<file path="src/rtl/sg_seq_pkg.sv">
// ============================================================================
// Module  : sg_seq_pkg
// Brief   : Shared types and constants for the signal_generator write sequencer.
// Rev     : 1.0  initial release
// ============================================================================
`default_nettype none

package sg_seq_pkg;

   localparam int SG_ADDR_W = 3;
   localparam int SG_DATA_W = 5;

   typedef enum logic [1:0] {
      ST_IDLE  = 2'd0,
      ST_ISSUE = 2'd1,
      ST_WAIT  = 2'd2,
      ST_NEXT  = 2'd3
   } sg_state_t;

   // Register-write half of a program entry; the top module appends its
   // DUR_W-wide hold duration to form the full step entry.
   typedef struct packed {
      logic [SG_ADDR_W-1:0] addr;
      logic [SG_DATA_W-1:0] data;
   } sg_wr_t;

endpackage

`default_nettype wire

</file>
<file path="src/rtl/sg_write_sequencer_if.sv">
// ============================================================================
// Module  : sg_write_sequencer_if
// Brief   : Host program/control bus plus the signal_generator write port.
// Rev     : 1.0  initial release
// ============================================================================
`default_nettype none

interface sg_write_sequencer_if #(
   parameter int STEPS = 8,
   parameter int DUR_W = 8
) ();
   import sg_seq_pkg::*;

   localparam int IDX_W = $clog2(STEPS);

   logic                 prog_we;
   logic [IDX_W-1:0]     prog_idx;
   logic [SG_ADDR_W-1:0] prog_addr;
   logic [SG_DATA_W-1:0] prog_data;
   logic [DUR_W-1:0]     prog_dur;
   logic [IDX_W-1:0]     last_idx;
   logic                 start;
   logic                 stop;
   logic                 loop_en;
   logic                 direct_wr;
   logic [SG_ADDR_W-1:0] direct_addr;
   logic [SG_DATA_W-1:0] direct_data;
   logic                 sg_write_strobe;
   logic [SG_ADDR_W-1:0] sg_address;
   logic [SG_DATA_W-1:0] sg_data;
   logic                 busy;
   logic [IDX_W-1:0]     step_idx;
   logic                 done;

   modport master (
      output prog_we, prog_idx, prog_addr, prog_data, prog_dur, last_idx,
             start, stop, loop_en, direct_wr, direct_addr, direct_data,
      input  sg_write_strobe, sg_address, sg_data, busy, step_idx, done
   );

   modport slave (
      input  prog_we, prog_idx, prog_addr, prog_data, prog_dur, last_idx,
             start, stop, loop_en, direct_wr, direct_addr, direct_data,
      output sg_write_strobe, sg_address, sg_data, busy, step_idx, done
   );

endinterface

`default_nettype wire

</file>
<file path="src/rtl/sg_seq_prescaler.sv">
// ============================================================================
// Module  : sg_seq_prescaler
// Brief   : Divide-by-PRESCALE tick generator with synchronous clear.
// Rev     : 1.0  initial release
// ============================================================================
`default_nettype none

module sg_seq_prescaler #(
   parameter int PRESCALE = 256
) (
   input  wire logic clk,
   input  wire logic rst,
   input  wire logic i_clear,
   output logic      o_tick
);

   localparam int              CNT_W  = $clog2(PRESCALE);
   localparam logic [CNT_W-1:0] C_LAST = CNT_W'(PRESCALE - 1);

   logic [CNT_W-1:0] r_cnt;

   always_ff @(posedge clk) begin
      if (rst || i_clear || (r_cnt == C_LAST)) begin
         r_cnt <= '0;
      end else begin
         r_cnt <= r_cnt + 1'b1;
      end
   end

   assign o_tick = (r_cnt == C_LAST) && !i_clear;

endmodule

`default_nettype wire

</file>
<file path="src/rtl/sg_write_sequencer.sv">
// ============================================================================
// Module  : sg_write_sequencer
// Brief   : Programmable register-write sequencer with host-write priority.
//           SG_SEQ_EXT_TICK_EN: WAIT counts ext_tick pulses instead of prescaler.
// Rev     : 1.0  initial release
// ============================================================================
`default_nettype none

module sg_write_sequencer
   import sg_seq_pkg::*;
#(
   parameter int STEPS    = 8,
   parameter int DUR_W    = 8,
   parameter int PRESCALE = 256
) (
   input  wire logic           clk,
   input  wire logic           rst,
   sg_write_sequencer_if.slave bus
`ifdef SG_SEQ_EXT_TICK_EN
   ,
   input  wire logic           ext_tick
`endif
);

   localparam int IDX_W = $clog2(STEPS);

   typedef struct packed {
      sg_wr_t           wr;
      logic [DUR_W-1:0] dur;
   } step_t;

   step_t                r_mem [STEPS];
   sg_state_t            r_state,  w_state_n;
   logic [IDX_W-1:0]     r_step,   w_step_n;
   step_t                r_cur,    w_cur_n;
   logic [DUR_W-1:0]     r_ticks,  w_ticks_n;
   logic                 r_strobe, w_strobe_n;
   logic [SG_ADDR_W-1:0] r_addr,   w_addr_n;
   logic [SG_DATA_W-1:0] r_data,   w_data_n;
   logic                 r_busy,   w_busy_n;
   logic                 r_done,   w_done_n;
   logic                 w_tick;
   logic                 w_advance;
   logic                 w_seq_go;
   logic [DUR_W-1:0]     w_dur_m1;

   always_ff @(posedge clk) begin
      if (bus.prog_we) begin
         r_mem[bus.prog_idx] <= '{wr: '{addr: bus.prog_addr, data: bus.prog_data},
                                  dur: bus.prog_dur};
      end
   end

`ifdef SG_SEQ_EXT_TICK_EN
   assign w_tick = ext_tick;
`else
   sg_seq_prescaler #(
      .PRESCALE (PRESCALE)
   ) u_prescaler (
      .clk     (clk),
      .rst     (rst),
      .i_clear (r_state == ST_ISSUE),
      .o_tick  (w_tick)
   );
`endif

   assign w_dur_m1 = r_cur.dur - 1'b1;

   // w_seq_go: the sequencer wants the bus at this edge for entry w_step_n.
   // A colliding host write parks it in ST_NEXT with the entry already latched.
   always_comb begin
      w_state_n = r_state;
      w_step_n  = r_step;
      w_cur_n   = r_cur;
      w_ticks_n = r_ticks;
      w_advance = 1'b0;
      w_seq_go  = 1'b0;
      w_done_n  = 1'b0;
      case (r_state)
         ST_IDLE: begin
            if (bus.start) begin
               w_step_n = '0;
               w_seq_go = 1'b1;
            end
         end
         ST_ISSUE: begin
            w_ticks_n = '0;
            if (r_cur.dur == '0) w_advance = 1'b1;
            else                 w_state_n = ST_WAIT;
         end
         ST_WAIT: begin
            if (w_tick) begin
               w_ticks_n = r_ticks + 1'b1;
               w_advance = (r_ticks == w_dur_m1);
            end
         end
         ST_NEXT:  w_seq_go  = 1'b1;
         default:  w_state_n = ST_IDLE;
      endcase
      if (w_advance) begin
         if (r_step != bus.last_idx) begin
            w_step_n = r_step + 1'b1;
            w_seq_go = 1'b1;
         end else if (bus.loop_en) begin
            w_step_n = '0;
            w_seq_go = 1'b1;
         end else begin
            w_done_n  = 1'b1;
            w_state_n = ST_IDLE;
         end
      end
      if (bus.stop) begin
         w_state_n = ST_IDLE;
         w_step_n  = r_step;
         w_seq_go  = 1'b0;
         w_done_n  = 1'b0;
      end
      if (w_seq_go) begin
         if (r_state != ST_NEXT) w_cur_n = r_mem[w_step_n];
         w_state_n = bus.direct_wr ? ST_NEXT : ST_ISSUE;
      end
      w_strobe_n = bus.direct_wr || w_seq_go;
      w_addr_n   = r_addr;
      w_data_n   = r_data;
      if (bus.direct_wr) begin
         w_addr_n = bus.direct_addr;
         w_data_n = bus.direct_data;
      end else if (w_seq_go) begin
         w_addr_n = w_cur_n.wr.addr;
         w_data_n = w_cur_n.wr.data;
      end
      w_busy_n = (w_state_n != ST_IDLE) || w_done_n;
   end

   always_ff @(posedge clk) begin
      if (rst) begin
         r_state  <= ST_IDLE;
         r_step   <= '0;
         r_cur    <= '0;
         r_ticks  <= '0;
         r_strobe <= 1'b0;
         r_addr   <= '0;
         r_data   <= '0;
         r_busy   <= 1'b0;
         r_done   <= 1'b0;
      end else begin
         r_state  <= w_state_n;
         r_step   <= w_step_n;
         r_cur    <= w_cur_n;
         r_ticks  <= w_ticks_n;
         r_strobe <= w_strobe_n;
         r_addr   <= w_addr_n;
         r_data   <= w_data_n;
         r_busy   <= w_busy_n;
         r_done   <= w_done_n;
      end
   end

   assign bus.sg_write_strobe = r_strobe;
   assign bus.sg_address      = r_addr;
   assign bus.sg_data         = r_data;
   assign bus.busy            = r_busy;
   assign bus.step_idx        = r_step;
   assign bus.done            = r_done;

endmodule

`default_nettype wire

</file>
<file path="src/flat_wrapper.sv">
// flat-port wrapper written by rule: the top's interface ports become plain ports
module sg_write_sequencer_flat import sg_seq_pkg::*;
#(
   parameter int STEPS    = 8,
   parameter int DUR_W    = 8,
   parameter int PRESCALE = 256
)
  (clk, rst, bus_prog_we, bus_prog_idx, bus_prog_addr, bus_prog_data, bus_prog_dur, bus_last_idx, bus_start, bus_stop, bus_loop_en, bus_direct_wr, bus_direct_addr, bus_direct_data, bus_sg_write_strobe, bus_sg_address, bus_sg_data, bus_busy, bus_step_idx, bus_done);
  sg_write_sequencer_if #(.STEPS(STEPS), .DUR_W(DUR_W)) bus_i ();
  input  wire logic clk;
  input  wire logic rst;
  input wire logic [$bits(bus_i.prog_we)-1:0] bus_prog_we;
  input wire logic [$bits(bus_i.prog_idx)-1:0] bus_prog_idx;
  input wire logic [$bits(bus_i.prog_addr)-1:0] bus_prog_addr;
  input wire logic [$bits(bus_i.prog_data)-1:0] bus_prog_data;
  input wire logic [$bits(bus_i.prog_dur)-1:0] bus_prog_dur;
  input wire logic [$bits(bus_i.last_idx)-1:0] bus_last_idx;
  input wire logic [$bits(bus_i.start)-1:0] bus_start;
  input wire logic [$bits(bus_i.stop)-1:0] bus_stop;
  input wire logic [$bits(bus_i.loop_en)-1:0] bus_loop_en;
  input wire logic [$bits(bus_i.direct_wr)-1:0] bus_direct_wr;
  input wire logic [$bits(bus_i.direct_addr)-1:0] bus_direct_addr;
  input wire logic [$bits(bus_i.direct_data)-1:0] bus_direct_data;
  output wire logic [$bits(bus_i.sg_write_strobe)-1:0] bus_sg_write_strobe;
  output wire logic [$bits(bus_i.sg_address)-1:0] bus_sg_address;
  output wire logic [$bits(bus_i.sg_data)-1:0] bus_sg_data;
  output wire logic [$bits(bus_i.busy)-1:0] bus_busy;
  output wire logic [$bits(bus_i.step_idx)-1:0] bus_step_idx;
  output wire logic [$bits(bus_i.done)-1:0] bus_done;
  assign bus_i.prog_we = bus_prog_we;
  assign bus_i.prog_idx = bus_prog_idx;
  assign bus_i.prog_addr = bus_prog_addr;
  assign bus_i.prog_data = bus_prog_data;
  assign bus_i.prog_dur = bus_prog_dur;
  assign bus_i.last_idx = bus_last_idx;
  assign bus_i.start = bus_start;
  assign bus_i.stop = bus_stop;
  assign bus_i.loop_en = bus_loop_en;
  assign bus_i.direct_wr = bus_direct_wr;
  assign bus_i.direct_addr = bus_direct_addr;
  assign bus_i.direct_data = bus_direct_data;
  assign bus_sg_write_strobe = bus_i.sg_write_strobe;
  assign bus_sg_address = bus_i.sg_address;
  assign bus_sg_data = bus_i.sg_data;
  assign bus_busy = bus_i.busy;
  assign bus_step_idx = bus_i.step_idx;
  assign bus_done = bus_i.done;
  sg_write_sequencer #(.STEPS(STEPS), .DUR_W(DUR_W), .PRESCALE(PRESCALE)) u_core (.clk(clk), .rst(rst), .bus(bus_i));
endmodule
</file>
<file path="config.mk">
export PLATFORM = sky130hd
export DESIGN_NAME = sg_write_sequencer_flat
export DESIGN_NICKNAME = d
export VERILOG_FILES = /design/src/rtl/sg_seq_pkg.sv /design/src/rtl/sg_write_sequencer_if.sv /design/src/rtl/sg_seq_prescaler.sv /design/src/rtl/sg_write_sequencer.sv /design/src/flat_wrapper.sv
export SDC_FILE = /design/constraint.sdc
export NUM_CORES = 1
export LEC_CHECK = 0
export ABC_AREA = 1
export CAP_MARGIN = 20
export CORE_MARGIN = 5
export CORE_UTILIZATION = 55
export CTS_BUF_LIST = sky130_fd_sc_hd__clkbuf_8
export DETAILED_ROUTE_END_ITERATION = 8
export GPL_TIMING_DRIVEN = 0
export PLACE_DENSITY = 0.75
export SLEW_MARGIN = 15
export SYNTH_ARGS = -nofsm -noshare
export SYNTH_HDL_FRONTEND = slang
export SYNTH_SLANG_ARGS = --single-unit
</file>
<file path="constraint.sdc">
create_clock -name clk -period 3.2 [get_ports clk]
set_input_delay 0.64 -clock clk [delete_from_list [all_inputs] [get_ports clk]]
set_output_delay 0.64 -clock clk [all_outputs]
set_load 0.01 [all_outputs]
</file>
==> Yosys cells after proc, flatten, opt, wreduce, memory -nomap -nowiden <==
Memories as Yosys holds them, arrays and structs flattened.
Index checks and enable logic that the tools add are counted.
{ "classes": {"n_addsub": 4, "eq_ne": 8, "n_mux": 37, "reduce_logical": 13} }
{ "op_table": {"columns": ["op", "n"], "rows": [
  ["2-to-1 mux 16 bit", 2],
  ["2-to-1 mux 3 bit", 8],
  ["adder 8 x 1 -> 8 bit, second input constant", 2],
  ["2-to-1 mux 2 bit", 8],
  ["one-hot mux 8 bit (2 select lines)", 1],
  ["2-to-1 mux 1 bit", 13],
  ["2-to-1 mux 5 bit", 2],
  ["equality test 8 bit", 1],
  ["equality test 8 bit, second input constant", 1],
  ["zero test 8 bit", 1],
  ["2-to-1 mux 8 bit", 1],
  ["subtractor 8 x 1 -> 8 bit, second input constant", 1],
  ["nonzero test 2 bit", 3],
  ["equality test 2 bit, second input constant", 2],
  ["logical OR 1 bit", 4],
  ["inequality test 2 bit, second input constant", 2],
  ["one-hot mux 1 bit (2 select lines)", 2],
  ["AND reduction 2 bit", 2],
  ["adder 3 x 1 -> 3 bit, second input constant", 1],
  ["inequality test 3 bit", 1],
  ["equality test 2 x 1 -> 1 bit, second input constant", 1],
  ["zero test 2 bit", 1],
  ["logical AND 1 bit", 1],
  ["zero test 1 bit", 1]
]} }
{ "totals": {"register_bits": 48, "mem_bits_rw": 128, "output_inout_bits": 14, "memories": 1} }
{ "mem_list": {"columns": ["name", "depth", "width", "read_ports", "rd_ports_with_merged_regs", "write_ports", "line_no", "source"], "rows": [
  ["u_core.r_mem", 8, 16, 1, 0, 1, "sg_write_sequencer.sv:32", "step_t r_mem [STEPS];"]
]} }

==> Depth between registers and ports, before layout <==
An unclocked memory read counts as a cell.
{ "logic_depth": {"depth_word": 12, "mapped_depth": 26, "ltp_nobuf": 25} }

==> Cells and area by module <==
Synthesis repeated with hierarchy kept, for this count alone.
{ "hier_totals": {"cells_unflattened": 816, "area_unflattened_um2": 7915.1} }
{ "by_module_without_submodules": {"columns": ["module", "instances", "cells_per_inst", "area_each_um2"], "rows": [
  ["sg_write_sequencer", 1, 761, 7533.5],
  ["sg_seq_prescaler", 1, 55, 381.6]
]} }

==> Least setup slack after synthesis <==
Ideal clock, no wire load.
{ "synth_path": {"path_type": "reg2reg", "start": "register u_core.u_prescaler.r_cnt[0]", "end": "register u_core.r_data[2], in the netlist u_core.bus.sg_data[2]", "setup_ns": 0.114, "arrival_ns": 2.229, "setup_slack_ns": 0.857, "path_stages_with_launch": 20, "n_path_buf": 1, "synth_period_minus_slack_ns": 2.343, "cell_sequence": "dfxtp_1 ha_1 nand2_1 nor2_4 nand3_2 nor2_1 nand3_1 nor2_1 nand2_1 nand2_2 nand3b_4 nand3_1 nand3_1 o21ai_2 buf_2 nand3_1 nand2_1 nand2_1 nand3_1 nand2_1"} }
{ "synth_via": {"elab_chain_cells": 11, "elab_cells_between_ends": 14, "classes_between": "1 x eq/ne; 10 x mux; 2 x reduce/logical; 1 x memory"} }
{ "synth_rtl": {"columns": ["element", "line_no", "source"], "rows": [
  ["from (decl)", "sg_seq_prescaler.sv:20", "logic [CNT_W-1:0] r_cnt;"],
  ["from (signal assigned)", "sg_seq_prescaler.sv:26", "r_cnt <= r_cnt + 1'b1;"],
  ["equality test 8 bit *", "sg_seq_prescaler.sv:30", "assign o_tick = (r_cnt == C_LAST) && !i_clear;"],
  ["logical AND 1 bit *", "sg_seq_prescaler.sv:30", null],
  ["2-to-1 mux 1 bit *", "sg_write_sequencer.sv:92", "if (w_tick) begin"],
  ["one-hot mux 1 bit (2 select lines) *", "sg_write_sequencer.sv:79", "case (r_state)"],
  ["2-to-1 mux 3 bit", "sg_write_sequencer.sv:100", "if (w_advance) begin"],
  ["2-to-1 mux 3 bit", "sg_write_sequencer.sv:112", "if (bus.stop) begin"],
  ["memory read (8 x 16 bit)", null, null],
  ["2-to-1 mux 16 bit", "sg_write_sequencer.sv:119", "if (r_state != ST_NEXT) w_cur_n = r_mem[w_step_n];"],
  ["2-to-1 mux 16 bit", "sg_write_sequencer.sv:118", "if (w_seq_go) begin"],
  ["2-to-1 mux 5 bit", "sg_write_sequencer.sv:128", "end else if (w_seq_go) begin"],
  ["2-to-1 mux 5 bit", "sg_write_sequencer.sv:125", "if (bus.direct_wr) begin"],
  ["to (signal assigned)", "sg_write_sequencer.sv:153", "r_data <= w_data_n;"],
  ["to (decl)", "sg_write_sequencer.sv:39", "logic [SG_DATA_W-1:0] r_data, w_data_n;"]
]} }
Mark *: on every way between the ends. The rest lies on a longest branch, timed or not. The select of a mux whose other input is x is not followed.
A chain may end at the register's enable or synchronous reset.

==> Worst setup path after layout <==
{ "layout_path": {"start": "register u_core.u_prescaler.r_cnt[0]", "end": "register u_core.r_data[3], in the netlist u_core.bus.sg_data[3]"} }
Same word-level chain as after synthesis.

==> Flow_metrics.wiki <==
{| class="wikitable"
! Metric !! Value
|-
| Met3 wire len || 1.398 mm
|-
| H-tree depth reported by CTS || 4
|-
| Internal reg-to-reg setup slack || 0.24 ns
|-
| Logic pwr share || 0.138
|-
| Setup skew after layout || 0.01979 ns
|-
| Worst setup endpoint || u_core.bus.sg_data[3]
|-
| Area of the die || 16930 sq um
|-
| Max_slew headroom || 0.5800
|-
| Distinct cell type count after synthesis || 39
|-
| Required time at the worst-slack endpoint || 3.62 ns
|-
| Count of flip-flops with a built-in enable after synthesis || 128
|-
| Per-cell routed wire length || 16.35 microns
|-
| Number of design-rule violations left by the first detailed-router iteration || 652
|-
| Area of the core || 13990 sq um
|-
| Element type at the critical path start || register
|-
| Tcrit/Tclk final || 0.9236
|-
| Remaining global-route overflow || 0
|-
| Rows || 43
|-
| Vias/cell || 5.385
|-
| Share of cells above drive strength 1 || 0.09870
|-
| Post-Synthesis Cells || 833
|-
| Int Power || 3.536 mW
|-
| Peak supply drop || 367.2 uV
|-
| CTS resizes || 0
|-
| Count of vias placed by the detailed router || 5934
|-
| Share of the core filled with cells || 0.6614
|-
| Length of routed wiring on met1 || 7.889 mm
|-
| Mean Syn Cell Area || 9.524 sq um
|-
| Post-Route Hold Slack || 0.4843 ns
|-
| Leak || 3.833 nW
|-
| Max Fclk || 338.4 MHz
|-
| CTS clock-pin slew for the worst setup and hold paths || 0.10 ns
|-
| Part of the total power dissipated in the clock network || 0.339
|-
| Max-slew violation count || 0
|-
| Crit Path Class || register to register
|-
| Number of buffers added by the clock tree synthesis step || 17
|-
| Synthesized Nets || 878
|-
| Final Hold Viols || 0
|-
| Global-route wire length before repair || 28.26 mm
|-
| Total DRC errors in the routed layout || 0
|-
| Root buffer selected by CTS || sky130_fd_sc_hd__clkbuf_8
|-
| Via count of the first global-routing pass || 5491
|-
| Setup Buffers After CTS || 0
|-
| Detailed route wirelength on metal2 || 8.418 mm
|-
| Overall power consumption || 4.923 mW
|-
| Number of setup violations in the final report || 0
|-
| Depth of the worst register-to-register path || 20
|-
| Diodes inserted || 0
|-
| Crit path arrival time || 3.38 ns
|-
| Clock tree from TritonCTS || built
|-
| Max Root-Sink Buffers || 2
|-
| Highest routed metal layer || met4
|-
| PortBufs || 49
|-
| Number of hold buffers added after cts || 0
|-
| Count of warnings emitted by yosys || 0
|-
| Transition time of the tightest slew-check pin || 0.6299 ns
|-
| Height of the chip || 130.1 microns
|-
| Total wire length after detailed routing || 18.01 mm
|-
| Starting density of the core || 0.5672
|-
| First-pass iteration count of the detailed router || 5
|-
| Final worst path period need || 2.955 ns
|-
| Clock sink total || 176
|-
| Capturing point of the worst reg2reg path || u_core.bus.sg_data[3]
|-
| Largest net degree at the start of global routing || 20
|-
| Crit path capture type || register
|-
| Switching power as a share of total power || 0.2817
|-
| Switching Power || 1.387 mW
|-
| Critical path launch point || u_core.u_prescaler.r_cnt[0]
|-
| Final Wtd Congestion || 0.8065
|-
| Fin nets || 954
|-
| Count of nets left with antenna violations after detail routing || 0
|-
| Asr flop ratio synth || 0
|-
| Clock latency on the worst-skew pair || 0.48 ns
|-
| Worst min path class || register to register
|-
| Synth-to-Final Area Change || 16.62%
|-
| Reg2Reg Launch Point || u_core.u_prescaler.r_cnt[0]
|-
| Relative contribution of sequential cells to total power || 0.523
|-
| Primary FF master, synth || sky130_fd_sc_hd__edfxtp_1
|-
| Power per cell area || 532.1 nW/um^2
|-
| Combined area of all synthesized cells || 7934 sq um
|-
| Number of top-level pins || 51
|-
| Detailed placement HPWL || 12.10 mm
|-
| Worst-path fanout max || 10
|-
| Flip-flop and latch count after synthesis || 176
|-
| Number of antenna violations at the first check in global routing || 0
|-
| Total track usage || 0.2216
|-
| Fraction of the yosys area taken by sequential cells || 0.6056
|-
| Run status || finished, final reports clean
|-
| Die extent in x || 130.1 microns
|-
| Max_cap viols || 0
|-
| Setup repair after global routing missed its margin || yes
|}
==> kinds of logic (layout without fill, tap and decap cells) <==
kind of cell	Yosys count	after routing	synth area share
AND/OR/NAND/NOR	369	369	0.2060
flip-flops	176	176	0.6056
buffers and inverters	172	261	0.08895
AO/OA/AOI/OAI	99	99	0.07696
XOR/XNOR	9	9	0.009936
adder cells (fa/ha/maj)	8	8	0.01262
==> layout make-up <==
type / instances / area, sq um
flip-flops and latches: 176 / 4805
fillers: 1103 / 4736
multi-input cells: 485 / 2451
repair buffers: 57 / 599.3
inverters: 140 / 525.5
clock buffers: 17 / 234.0
well taps: 180 / 225.2
clock inverters: 15 / 216.5
plain buffers: 32 / 196.4
==> flip-flops by register name, indices dropped and copies added, names as in the netlist <==
register / flops
u_core.bus.step_idx: 3
u_core.r_state: 2
u_core.bus.sg_address: 3
u_core.r_cur: 16
u_core.r_ticks: 8
u_core.u_prescaler.r_cnt: 8
u_core.bus.busy: 1
u_core.bus.sg_write_strobe: 1
u_core.r_mem: 128
u_core.bus.sg_data: 5
u_core.bus.done: 1
==> per-layer routing <==
layer | track usage | vias to the layer above
met2 | 0.3543 | 209
met3 | 0.05117 | 27
met1 | 0.2946 | 2752
met5 | 0 | -
li1 | - | 2946
met4 | 0.08863 | 0
==> synth_stat cells (all sizes together) (2+ instances only) <==
| library cell | count | area [sq um] |
|---|---|---|
| inv | 135 | 506.7 |
| clkbuf | 7 | 26.28 |
| xnor2 | 6 | 52.55 |
| dfxtp | 48 | 960.9 |
| ha | 8 | 100.1 |
| a21oi | 28 | 151.4 |
| nand2 | 192 | 745.7 |
| nor3 | 7 | 35.03 |
| nand4 | 4 | 25.02 |
| clkinv | 5 | 18.77 |
| edfxtp | 128 | 3844 |
| nor4 | 3 | 18.77 |
| xor2 | 3 | 26.28 |
| o211ai | 32 | 240.2 |
| nand3 | 118 | 595.6 |
| buf | 25 | 153.9 |
| o21ai | 32 | 163.9 |
| nor2 | 40 | 165.2 |
| a211oi | 2 | 15.01 |
| nand3b | 3 | 35.03 |
==> cells in the final DEF, fill, tap and decap left out, types with 3 or more instances in the layout <==
| master | n |
|---|---|
| sky130_fd_sc_hd__clkbuf_4 | 6 |
| sky130_fd_sc_hd__inv_8 | 5 |
| sky130_fd_sc_hd__ha_1 | 8 |
| sky130_fd_sc_hd__xor2_1 | 3 |
| sky130_fd_sc_hd__inv_6 | 3 |
| sky130_fd_sc_hd__buf_6 | 8 |
| sky130_fd_sc_hd__clkinv_8 | 4 |
| sky130_fd_sc_hd__clkdlybuf4s50_1 | 49 |
| sky130_fd_sc_hd__nand3_1 | 117 |
| sky130_fd_sc_hd__nand4_1 | 4 |
| sky130_fd_sc_hd__a21oi_1 | 27 |
| sky130_fd_sc_hd__inv_1 | 130 |
| sky130_fd_sc_hd__nand2_1 | 186 |
| sky130_fd_sc_hd__clkbuf_8 | 17 |
| sky130_fd_sc_hd__buf_2 | 12 |
| sky130_fd_sc_hd__inv_2 | 5 |
| sky130_fd_sc_hd__xnor2_1 | 6 |
| sky130_fd_sc_hd__nor4_1 | 3 |
| sky130_fd_sc_hd__nor3_1 | 7 |
| sky130_fd_sc_hd__nor2_1 | 28 |
| sky130_fd_sc_hd__o21ai_1 | 3 |
| sky130_fd_sc_hd__o21ai_0 | 28 |
| sky130_fd_sc_hd__clkinv_1 | 5 |
| sky130_fd_sc_hd__o211ai_1 | 32 |
| sky130_fd_sc_hd__edfxtp_1 | 128 |
| sky130_fd_sc_hd__nand2_2 | 4 |
| sky130_fd_sc_hd__dfxtp_1 | 48 |
| sky130_fd_sc_hd__buf_8 | 5 |
| sky130_fd_sc_hd__nor2_2 | 11 |
| sky130_fd_sc_hd__clkbuf_1 | 6 |
==> critical path: stages, from the launching register on <==
cell and delay [ns]:
sky130_fd_sc_hd__dfxtp_1 0.39, sky130_fd_sc_hd__ha_1 0.18, sky130_fd_sc_hd__nand2_1 0.11, sky130_fd_sc_hd__nor2_4 0.18, sky130_fd_sc_hd__nand3_2 0.14, sky130_fd_sc_hd__nor2_1 0.13, sky130_fd_sc_hd__nand3_1 0.08, sky130_fd_sc_hd__nor2_1 0.13
sky130_fd_sc_hd__nand2_1 0.08, sky130_fd_sc_hd__nand2_2 0.13, sky130_fd_sc_hd__nand3b_4 0.12, sky130_fd_sc_hd__nand3_1 0.09, sky130_fd_sc_hd__nand3_1 0.12, sky130_fd_sc_hd__o21ai_4 0.20, sky130_fd_sc_hd__inv_2 0.18, sky130_fd_sc_hd__buf_6 0.20
sky130_fd_sc_hd__nand3_1 0.08, sky130_fd_sc_hd__nand2_1 0.12, sky130_fd_sc_hd__nand2_1 0.09, sky130_fd_sc_hd__nand3_1 0.09, sky130_fd_sc_hd__nand2_1 0.08
==> stage by stage <==
step | setup WS [ns] | area (sq um) | cells | setup TNS [ns]
after floorplan | 0.8571 | 7934 | 833 | 0
after global placement | 0.1028 | 8650 | 1062 | 0
after CTS | 0.1679 | 9229 | 1102 | 0
after detailed placement | 0.08965 | 8778 | 1070 | 0
final | 0.2445 | 9253 | 1102 | 0
after global routing | -0.02129 | 9253 | 1102 | -0.02129
==> power groups by stage <==
| stage | registers (mW) | logic (mW) | clock network (mW) |
|---|---|---|---|
| final | 2.58 | 0.680 | 1.67 |
| after CTS | 2.58 | 0.671 | 1.68 |
| after detailed placement | 2.63 | 0.667 | 0 |
| after global placement | 2.63 | 0.642 | 0 |
| after floorplan | 2.63 | 0.418 | 0 |
| after global routing | 2.59 | 0.759 | 1.78 |
==> worst min-delay path by stage <==
stage | end | cells past startpoint | startpoint
global route | u_core.u_prescaler.r_cnt[0] | 1 | u_core.u_prescaler.r_cnt[0]
floorplan | u_core.u_prescaler.r_cnt[0] | 1 | u_core.u_prescaler.r_cnt[0]
CTS | u_core.u_prescaler.r_cnt[0] | 1 | u_core.u_prescaler.r_cnt[0]
finish | u_core.u_prescaler.r_cnt[0] | 1 | u_core.u_prescaler.r_cnt[0]
global placement | u_core.u_prescaler.r_cnt[0] | 1 | u_core.u_prescaler.r_cnt[0]
detailed placement | u_core.u_prescaler.r_cnt[0] | 1 | u_core.u_prescaler.r_cnt[0]
Note: power is estimated with default switching activity, not from simulation.
